<file path="config.mk">
export PLATFORM = sky130hd
export DESIGN_NAME = fifo_buffer
export DESIGN_NICKNAME = d
export VERILOG_FILES = /design/src/rtl/fifo_buffer.sv
export SDC_FILE = /design/constraint.sdc
export NUM_CORES = 1
export LEC_CHECK = 0
export BUFFER_PORTS_ARGS = -buffer_cell sky130_fd_sc_hd__buf_2
export CAP_MARGIN = 20
export CORE_ASPECT_RATIO = 0.5
export CORE_UTILIZATION = 42
export CTS_CLUSTER_DIAMETER = 80
export DETAILED_ROUTE_END_ITERATION = 7
export GPL_ROUTABILITY_DRIVEN = 0
export PLACE_DENSITY_LB_ADDON = 0.15
export SYNTH_ARGS = -nofsm -noshare
export SYNTH_HDL_FRONTEND = slang
export SYNTH_SLANG_ARGS = --single-unit
</file>
<file path="constraint.sdc">
create_clock -name clk -period 3.52 [get_ports clk]
set_input_delay 1.056 -clock clk [delete_from_list [all_inputs] [get_ports clk]]
set_output_delay 1.056 -clock clk [all_outputs]
set_load 0.05 [all_outputs]
</file>
<file path="src/rtl/fifo_buffer.sv">
// Synchronous FIFO buffer with run/drain/idle sequencing and sticky error flags.
// Define FIFO_STATS_EN to add the peak_count output and stats_clr input.
module fifo_buffer #(
    parameter int WIDTH    = 8,
    parameter int DEPTH    = 8,
    parameter int AF_LEVEL = 6
) (
    input  logic                     clk,
    input  logic                     rst_n,
    input  logic                     start,
    input  logic                     wr_en,
    input  logic [WIDTH-1:0]         wr_data,
    input  logic                     rd_en,
`ifdef FIFO_STATS_EN
    input  logic                     stats_clr,
    output logic [$clog2(DEPTH):0]   peak_count,
`endif
    output logic [WIDTH-1:0]         rd_data,
    output logic                     rd_valid,
    output logic                     full,
    output logic                     empty,
    output logic                     almost_full,
    output logic [$clog2(DEPTH):0]   count,
    output logic [1:0]               state,
    output logic                     ovf,
    output logic                     udf
);

    localparam int AW = $clog2(DEPTH);
    localparam int CW = AW + 1;

    typedef enum logic [1:0] {
        IDLE  = 2'b00,
        RUN   = 2'b01,
        DRAIN = 2'b10
    } state_t;

    state_t           state_q, state_d;
    logic [AW-1:0]    wptr_q, rptr_q;
    logic [CW-1:0]    count_q, count_d;
    logic [WIDTH-1:0] rd_data_q;
    logic             rd_valid_q;
    logic             ovf_q, udf_q;
    logic [WIDTH-1:0] mem_q [DEPTH];

    logic wr_acc, rd_acc;

    assign full        = (count_q == CW'(DEPTH));
    assign empty       = (count_q == '0);
    assign almost_full = (count_q >= CW'(AF_LEVEL));

    // Writes need start as well as RUN so a stop request refuses them at once
    assign wr_acc = wr_en & ~full & (state_q == RUN) & start;
    assign rd_acc = rd_en & ~empty & (state_q != IDLE);

    always_comb begin
        count_d = count_q;
        unique case ({wr_acc, rd_acc})
            2'b10:   count_d = count_q + CW'(1);
            2'b01:   count_d = count_q - CW'(1);
            default: count_d = count_q;
        endcase

        state_d = state_q;
        unique case (state_q)
            IDLE: begin
                if (start) state_d = RUN;
            end
            RUN: begin
                if (!start) state_d = (count_d != '0) ? DRAIN : IDLE;
            end
            DRAIN: begin
                if (start)                 state_d = RUN;
                else if (count_d == '0)    state_d = IDLE;
            end
            default: state_d = IDLE;
        endcase
    end

    always_ff @(posedge clk or negedge rst_n) begin
        if (!rst_n) begin
            state_q    <= IDLE;
            wptr_q     <= '0;
            rptr_q     <= '0;
            count_q    <= '0;
            rd_data_q  <= '0;
            rd_valid_q <= 1'b0;
            ovf_q      <= 1'b0;
            udf_q      <= 1'b0;
        end else begin
            state_q    <= state_d;
            count_q    <= count_d;
            rd_valid_q <= rd_acc;
            if (wr_acc) wptr_q <= wptr_q + AW'(1);
            if (rd_acc) begin
                rptr_q    <= rptr_q + AW'(1);
                rd_data_q <= mem_q[rptr_q];
            end
            if (wr_en & ~wr_acc) ovf_q <= 1'b1;
            if (rd_en & ~rd_acc) udf_q <= 1'b1;
        end
    end

    // Storage is intentionally left unreset
    always_ff @(posedge clk) begin
        if (wr_acc) mem_q[wptr_q] <= wr_data;
    end

`ifdef FIFO_STATS_EN
    logic [CW-1:0] peak_q;

    always_ff @(posedge clk or negedge rst_n) begin
        if (!rst_n)                 peak_q <= '0;
        else if (stats_clr)         peak_q <= count_q;
        else if (count_q > peak_q)  peak_q <= count_q;
    end

    assign peak_count = peak_q;
`endif

    assign rd_data  = rd_data_q;
    assign rd_valid = rd_valid_q;
    assign count    = count_q;
    assign state    = state_q;
    assign ovf      = ovf_q;
    assign udf      = udf_q;

endmodule

</file>
After elaboration in Yosys (flattened, before gate mapping)
Memories as Yosys holds them, arrays and structs flattened. A register that Yosys moved wholly into a read port is not among the register bits.
Index checks and enable logic that the tools add are counted.

storage, ports and cells
  bits in writable memories = 64
  bits in registers = 15
  memories kept = 1
  output and inout port bits = 20
  bits of input ports = 13
  logic and storage cells = 48

memory list
  name   words  bits a word  read ports  clocked after memory_dff  wr ports  RTL line  RTL
  mem_q  8      8            1           1                         1         44        logic [WIDTH-1:0] mem_q [DEPTH];

operators by class
  add/subtract/negate cells = 4
  equal/unequal tests = 8
  bitwise logic cells = 11
  muxes and demuxes = 9
  reduce and logical (&&, ||, !) cells = 7
  $lt $le $gt $ge = 1

operators with widths
  cell                                                                    count
  2-bit two-way mux                                                       5
  4-bit logical NOT                                                       2
  4-bit one-hot mux with 2 select lines                                   1
  1-bit bitwise AND                                                       7
  3-bit by 1-bit adder with 3-bit output (second input constant)          2
  2-bit one-hot mux with 3 select lines                                   1
  4-bit by 1-bit adder with 4-bit output (second input constant)          1
  2-bit by 1-bit equality test with 1-bit output (second input constant)  2
  2-bit equality test (second input constant)                             2
  4-bit equality test (second input constant)                             1
  4-bit by 3-bit >= comparator with 1-bit output (second input constant)  1
  2-bit inequality test (second input constant)                           2
  1-bit inverter                                                          4
  4-bit nonzero test                                                      1
  4-bit by 1-bit subtractor with 4-bit output (second input constant)     1
  3-bit inequality test (second input constant)                           1
  3-bit AND reduction                                                     1
  2-bit logical NOT                                                       1
  1-bit two-way mux                                                       2
  2-bit nonzero test                                                      1
  1-bit logical NOT                                                       1

Logic depth before layout (Yosys ltp)
  word-level depth = 11
  depth in mapped cells = 11
  gate-level depth less buffers = 10

Worst setup path before layout
No wires, ideal clock.

  kind = register to register
  start = reg count_q[1], in the netlist count[1]
  end = reg state_q[1], in the netlist state[1]
  cell stages (with the launch flop) = 12
  period minus slack after synthesis = 4.353 ns
  buffers on the path = 1
  slack = -0.833 ns
  required time = 3.380 ns
  library setup time = 0.140 ns
  arrival = 4.213 ns
  cell sequence = dfrtp_1 buf_6 nor4b_1 nor2_1 inv_1 ha_1 xor2_1 ha_1 a21oi_1 mux2i_1 xor2_1 a41oi_2

on the way
  cells in the longest elaborated chain, start to end = 11
  elaborated cells on any way between the ends = 21
  classes of those cells = add/sub: 2; eq/ne: 4; mux: 4; bitwise: 7; reduce/logical: 4

RTL lines
  what                                                                                          RTL line  RTL
  start, declared                                                                               40        logic [CW-1:0] count_q, count_d;
  start signal, assigned                                                                        92        count_q <= count_d;
  4-bit equality test *                                                                         48        assign full = (count_q == CW'(DEPTH));
  via full                                                                                      20        output logic full,
  1-bit inverter *                                                                              53        assign wr_acc = wr_en & ~full & (state_q == RUN) & start;
  1-bit bitwise AND * (3 in series)                                                             53
  2-bit by 1-bit equality test with 1-bit output / 2-bit equality test (equally long branches)  58        unique case ({wr_acc, rd_acc})
  4-bit one-hot mux with 2 select lines *                                                       58
  4-bit nonzero test                                                                            70        if (!start) state_d = (count_d != '0) ? DRAIN : IDLE;
  2-bit two-way mux (2 in series)                                                               70
  2-bit one-hot mux with 3 select lines                                                         65        unique case (state_q)
  end signal, assigned                                                                          91        state_q <= state_d;
  end, declared                                                                                 38        state_t state_q, state_d;

The timed path passes the listed nets; every way through them passes the cells marked *. The select of a mux whose other input is x is not followed.
A chain may end at the register's enable or synchronous reset.

Worst setup path after layout
  start = in start
  end = reg state_q[1], in the netlist state[1]

on the way
  cells in the longest elaborated chain, start to end = 7
  elaborated cells on any way between the ends = 14
  classes of those cells = eq/ne: 5; mux: 5; bitwise: 1; reduce/logical: 3

RTL lines
  what                                                                                          RTL line  RTL
  start, declared                                                                               10        input logic start,
  1-bit bitwise AND                                                                             53
  2-bit by 1-bit equality test with 1-bit output / 2-bit equality test (equally long branches)  58
  4-bit one-hot mux with 2 select lines                                                         58
  4-bit nonzero test                                                                            70
  2-bit two-way mux (2 in series)                                                               70
  2-bit one-hot mux with 3 select lines                                                         65

Several ways; a longest one is shown, not always the timed one. The select of a mux whose other input is x is not followed.

==> results.yml <==
clock_tree:
  cts.root.buffer_cell: "sky130_fd_sc_hd__clkbuf_16"
  tritoncts_num_sinks: 87
  clock_tree.htree_level_count: 3
  cts_tree: "done"
  post-cts-setup-buffers: 0
  cts.clk_slew.worst_paths_ns: 0.06
  number_of_cells_upsized_or_downsized_after_cts: 0
  cts.path.max_buffers: 2
  holdBufCountCts: 0
  cts_made_buffers: 9
  clk-insertion-delay-late_ns: 0.34
run:
  max_cap_viol: 0
global_route:
  first_global_vias: 1790
  grt_first_pass_wirelength_mm: 9.85
  grtUsageTotal: 0.166
  number_of_antenna_violations_at_the_first_check_in_global_routing: 0
  pin_count_of_the_biggest_net_entering_global_routing: 24
  grt.overflow.total: 0
die:
  die_h_microns: 66.5
  floorplan.die_area_sq_um: 8710
  starting_density: 0.435
  boundaryPins: 33
  coreArea_sq_um: 8030
  placementRows: 23
  fp.dieW_microns: 131
hold_path:
  min_path_cells: 1
  worstHoldPathType: "register to register"
  worst_hold_path.endpoint: "ovf$_DFFE_PN0P_"
  min_from: "ovf$_DFFE_PN0P_"
detailed_routing:
  drt-wirelength-per-cell_microns: 17.7
  drt-vias-per-instance: 5.15
  drt_wl_total_mm: 6.48
  antenna_violating_nets_post_route: 0
  initialDrtViolationCount: 93
  detailedRoute.firstPassIterationCount: 6
  via_count: 1889
  detail_route.drc_violations: 0
timing:
  final.setup_skew_ns: 0.00589
  layout_worst_path_cycle_share: 0.790
  layout_min_cycle_time_ns: 2.78
  finalSetupViolations: 0
  setup-tns-final_ns: 0
  timing.final.hold_violations: 0
  slew_headroom: 0.399
  post-route-worst-setup-slack_ns: 0.740
  achievable-frequency_mhz: 360
  timing.final.max_slew_violations: 0
  slew_worst_pin_ns: 0.902
  unrepaired_setup_endpoints_after_global_routing: "no"
finish:
  sequential_cell_area_sq_um: 2500
  layout-drive-gt1-share: 0.322
  final_cells: 367
  nNetsFinal: 268
  fill_cells: 676
  most-common-layout-cells: "64 x sky130_fd_sc_hd__edfxtp_1, 32 x sky130_fd_sc_hd__buf_2, 23 x sky130_fd_sc_hd__dfrtp_1, 19 x sky130_fd_sc_hd__nor2_1, 16 x sky130_fd_sc_hd__mux4_2"
  count_of_antenna_diodes_in_the_layout: 0
  area_growth_pct: 18.9
  leading_cell_type_in_the_layout_fill_and_taps_excluded: "sky130_fd_sc_hd__edfxtp_1"
  multi_input_comb_area_sq_um: 952
critical_path:
  worst_r2r_path_depth: 10
  setup.worst_path.end_class: "register"
  cp.arrival_ns: 2.98
  rr_startpoint: "count[1]$_DFF_PN0_"
  cp.required_ns: 3.72
  critPathMaxFanout: 6
  worstSetupPathType: "input port to register"
  worstReg2RegEnd: "state[1]$_DFFE_PN0P_"
  reg2reg_slack_ns: 0.87
  start_kind: "input port"
yosys:
  count_of_flip_flops_with_a_built_in_enable_after_synthesis: 64
  yosysSeqAreaShare: 0.714
  total_of_flip_flops_plus_latches_after_synthesis: 87
  postSynthNetCount: 221
  syn_avg_cell_area_sq_um: 17.2
  syn-cell-area_sq_um: 3500
  yosys_warnings: 0
  synth_top_flop_cell: "sky130_fd_sc_hd__edfxtp_1"
  postSynth.asyncResetShare: 0.264
  synth_cells: 203
  netlist-cell-type-count: 34
run_status:
  outcome: "finished clean"
place:
  place_ws_ns: 0.399
  dp.cells: 351
  port_buffers: 32
  hpwl_mm: 4.42
power:
  vdd_drop_max_v: 0.000381
  powerDensity_nw_per_um2: 851
  p_leak_nw: 1.53
[metrics by stage]
step                      power, mW  hold WS, ns  utilization  instance area, sq um
after CTS                      3.57        0.466        0.518                  4160
final                          3.54        0.466        0.518                  4160
after floorplan                2.36        0.490            -                  3520
after detailed placement       2.64        0.453        0.482                  3870
after global routing           3.70        0.467        0.518                  4160
after global placement         2.63        0.444        0.482                  3870
[cells in the mapped netlist (2+ instances only)]
master / number / area, sq um
sky130_fd_sc_hd__nand2b_1: 4 / 25.0
sky130_fd_sc_hd__clkbuf_1: 3 / 11.3
sky130_fd_sc_hd__mux4_2: 16 / 360
sky130_fd_sc_hd__xor2_1: 4 / 35.0
sky130_fd_sc_hd__a21o_1: 2 / 15.0
sky130_fd_sc_hd__inv_1: 3 / 11.3
sky130_fd_sc_hd__mux2i_1: 9 / 90.1
sky130_fd_sc_hd__o21ai_0: 3 / 15.0
sky130_fd_sc_hd__nor3_1: 2 / 10.0
sky130_fd_sc_hd__xnor2_1: 3 / 26.3
sky130_fd_sc_hd__dfrtp_1: 23 / 576
sky130_fd_sc_hd__ha_1: 5 / 62.6
sky130_fd_sc_hd__a21oi_1: 9 / 45.0
sky130_fd_sc_hd__nand2_1: 11 / 41.3
sky130_fd_sc_hd__nor2_1: 19 / 71.3
sky130_fd_sc_hd__buf_4: 2 / 15.0
sky130_fd_sc_hd__mux2_2: 2 / 22.5
sky130_fd_sc_hd__edfxtp_1: 64 / 1920
sky130_fd_sc_hd__nand3_1: 2 / 10.0
sky130_fd_sc_hd__buf_2: 3 / 15.0
[routing by layer]
layer | up-vias | routed length [microns] | GRT usage
met5 | - | 0 | 0
met4 | 0 | 46 | 0.0603
met3 | 7 | 273 | 0.0562
met2 | 41 | 2830 | 0.245
met1 | 970 | 3330 | 0.229
li1 | 871 | - | -
[critical path, cell delays in order]
cell	delay (ns)
sky130_fd_sc_hd__buf_2	0.09
sky130_fd_sc_hd__nand4b_1	0.11
sky130_fd_sc_hd__nor2_1	0.21
sky130_fd_sc_hd__inv_1	0.15
sky130_fd_sc_hd__ha_1	0.28
sky130_fd_sc_hd__xor2_1	0.16
sky130_fd_sc_hd__ha_1	0.19
sky130_fd_sc_hd__a21oi_1	0.15
sky130_fd_sc_hd__mux2i_1	0.24
sky130_fd_sc_hd__xor2_1	0.23
sky130_fd_sc_hd__a41oi_2	0.12
[worst max path at each step]
stage	start	endpoint	depth (start not counted)
after floorplan	count[1]$_DFF_PN0_	state[1]$_DFFE_PN0P_	11
after global placement	start	state[1]$_DFFE_PN0P_	11
after detailed placement	start	state[1]$_DFFE_PN0P_	11
after CTS	start	state[1]$_DFFE_PN0P_	11
after global routing	start	state[1]$_DFFE_PN0P_	11
final	start	state[1]$_DFFE_PN0P_	11
[report_power, final]
group / internal, mW / switching (mW)
Combinational: 0.454 / 0.665
Sequential: 1.24 / 0.253
Clock: 0.550 / 0.378
Total: 2.24 / 1.30
[sequential cells by signal, summed over array words and instances, names as in the netlist]
signal,flops
rptr_q,3
rd_data,8
ovf,1
count,4
mem_q,64
rd_valid,1
state,2
wptr_q,3
udf,1
[final cells by class]
| cell class | count | area share |
|---|---|---|
| Timing Repair Buffer | 46 | 0.0638 |
| Inverter | 3 | 0.00271 |
| Multi-Input combinational cell | 103 | 0.229 |
| Clock inverter | 5 | 0.0141 |
| Sequential cell | 87 | 0.601 |
| Tap cell | 112 | 0.0337 |
| Clock buffer | 11 | 0.0560 |
[cells by family after synthesis]
logic type / synth area share
fa+ha+maj: 0.0179
buf+inv: 0.0193
mux: 0.135
xor+xnor: 0.0175
flops: 0.714
simple gates: 0.0601
compound gates: 0.0354
Power figures use the tool's default switching activity.
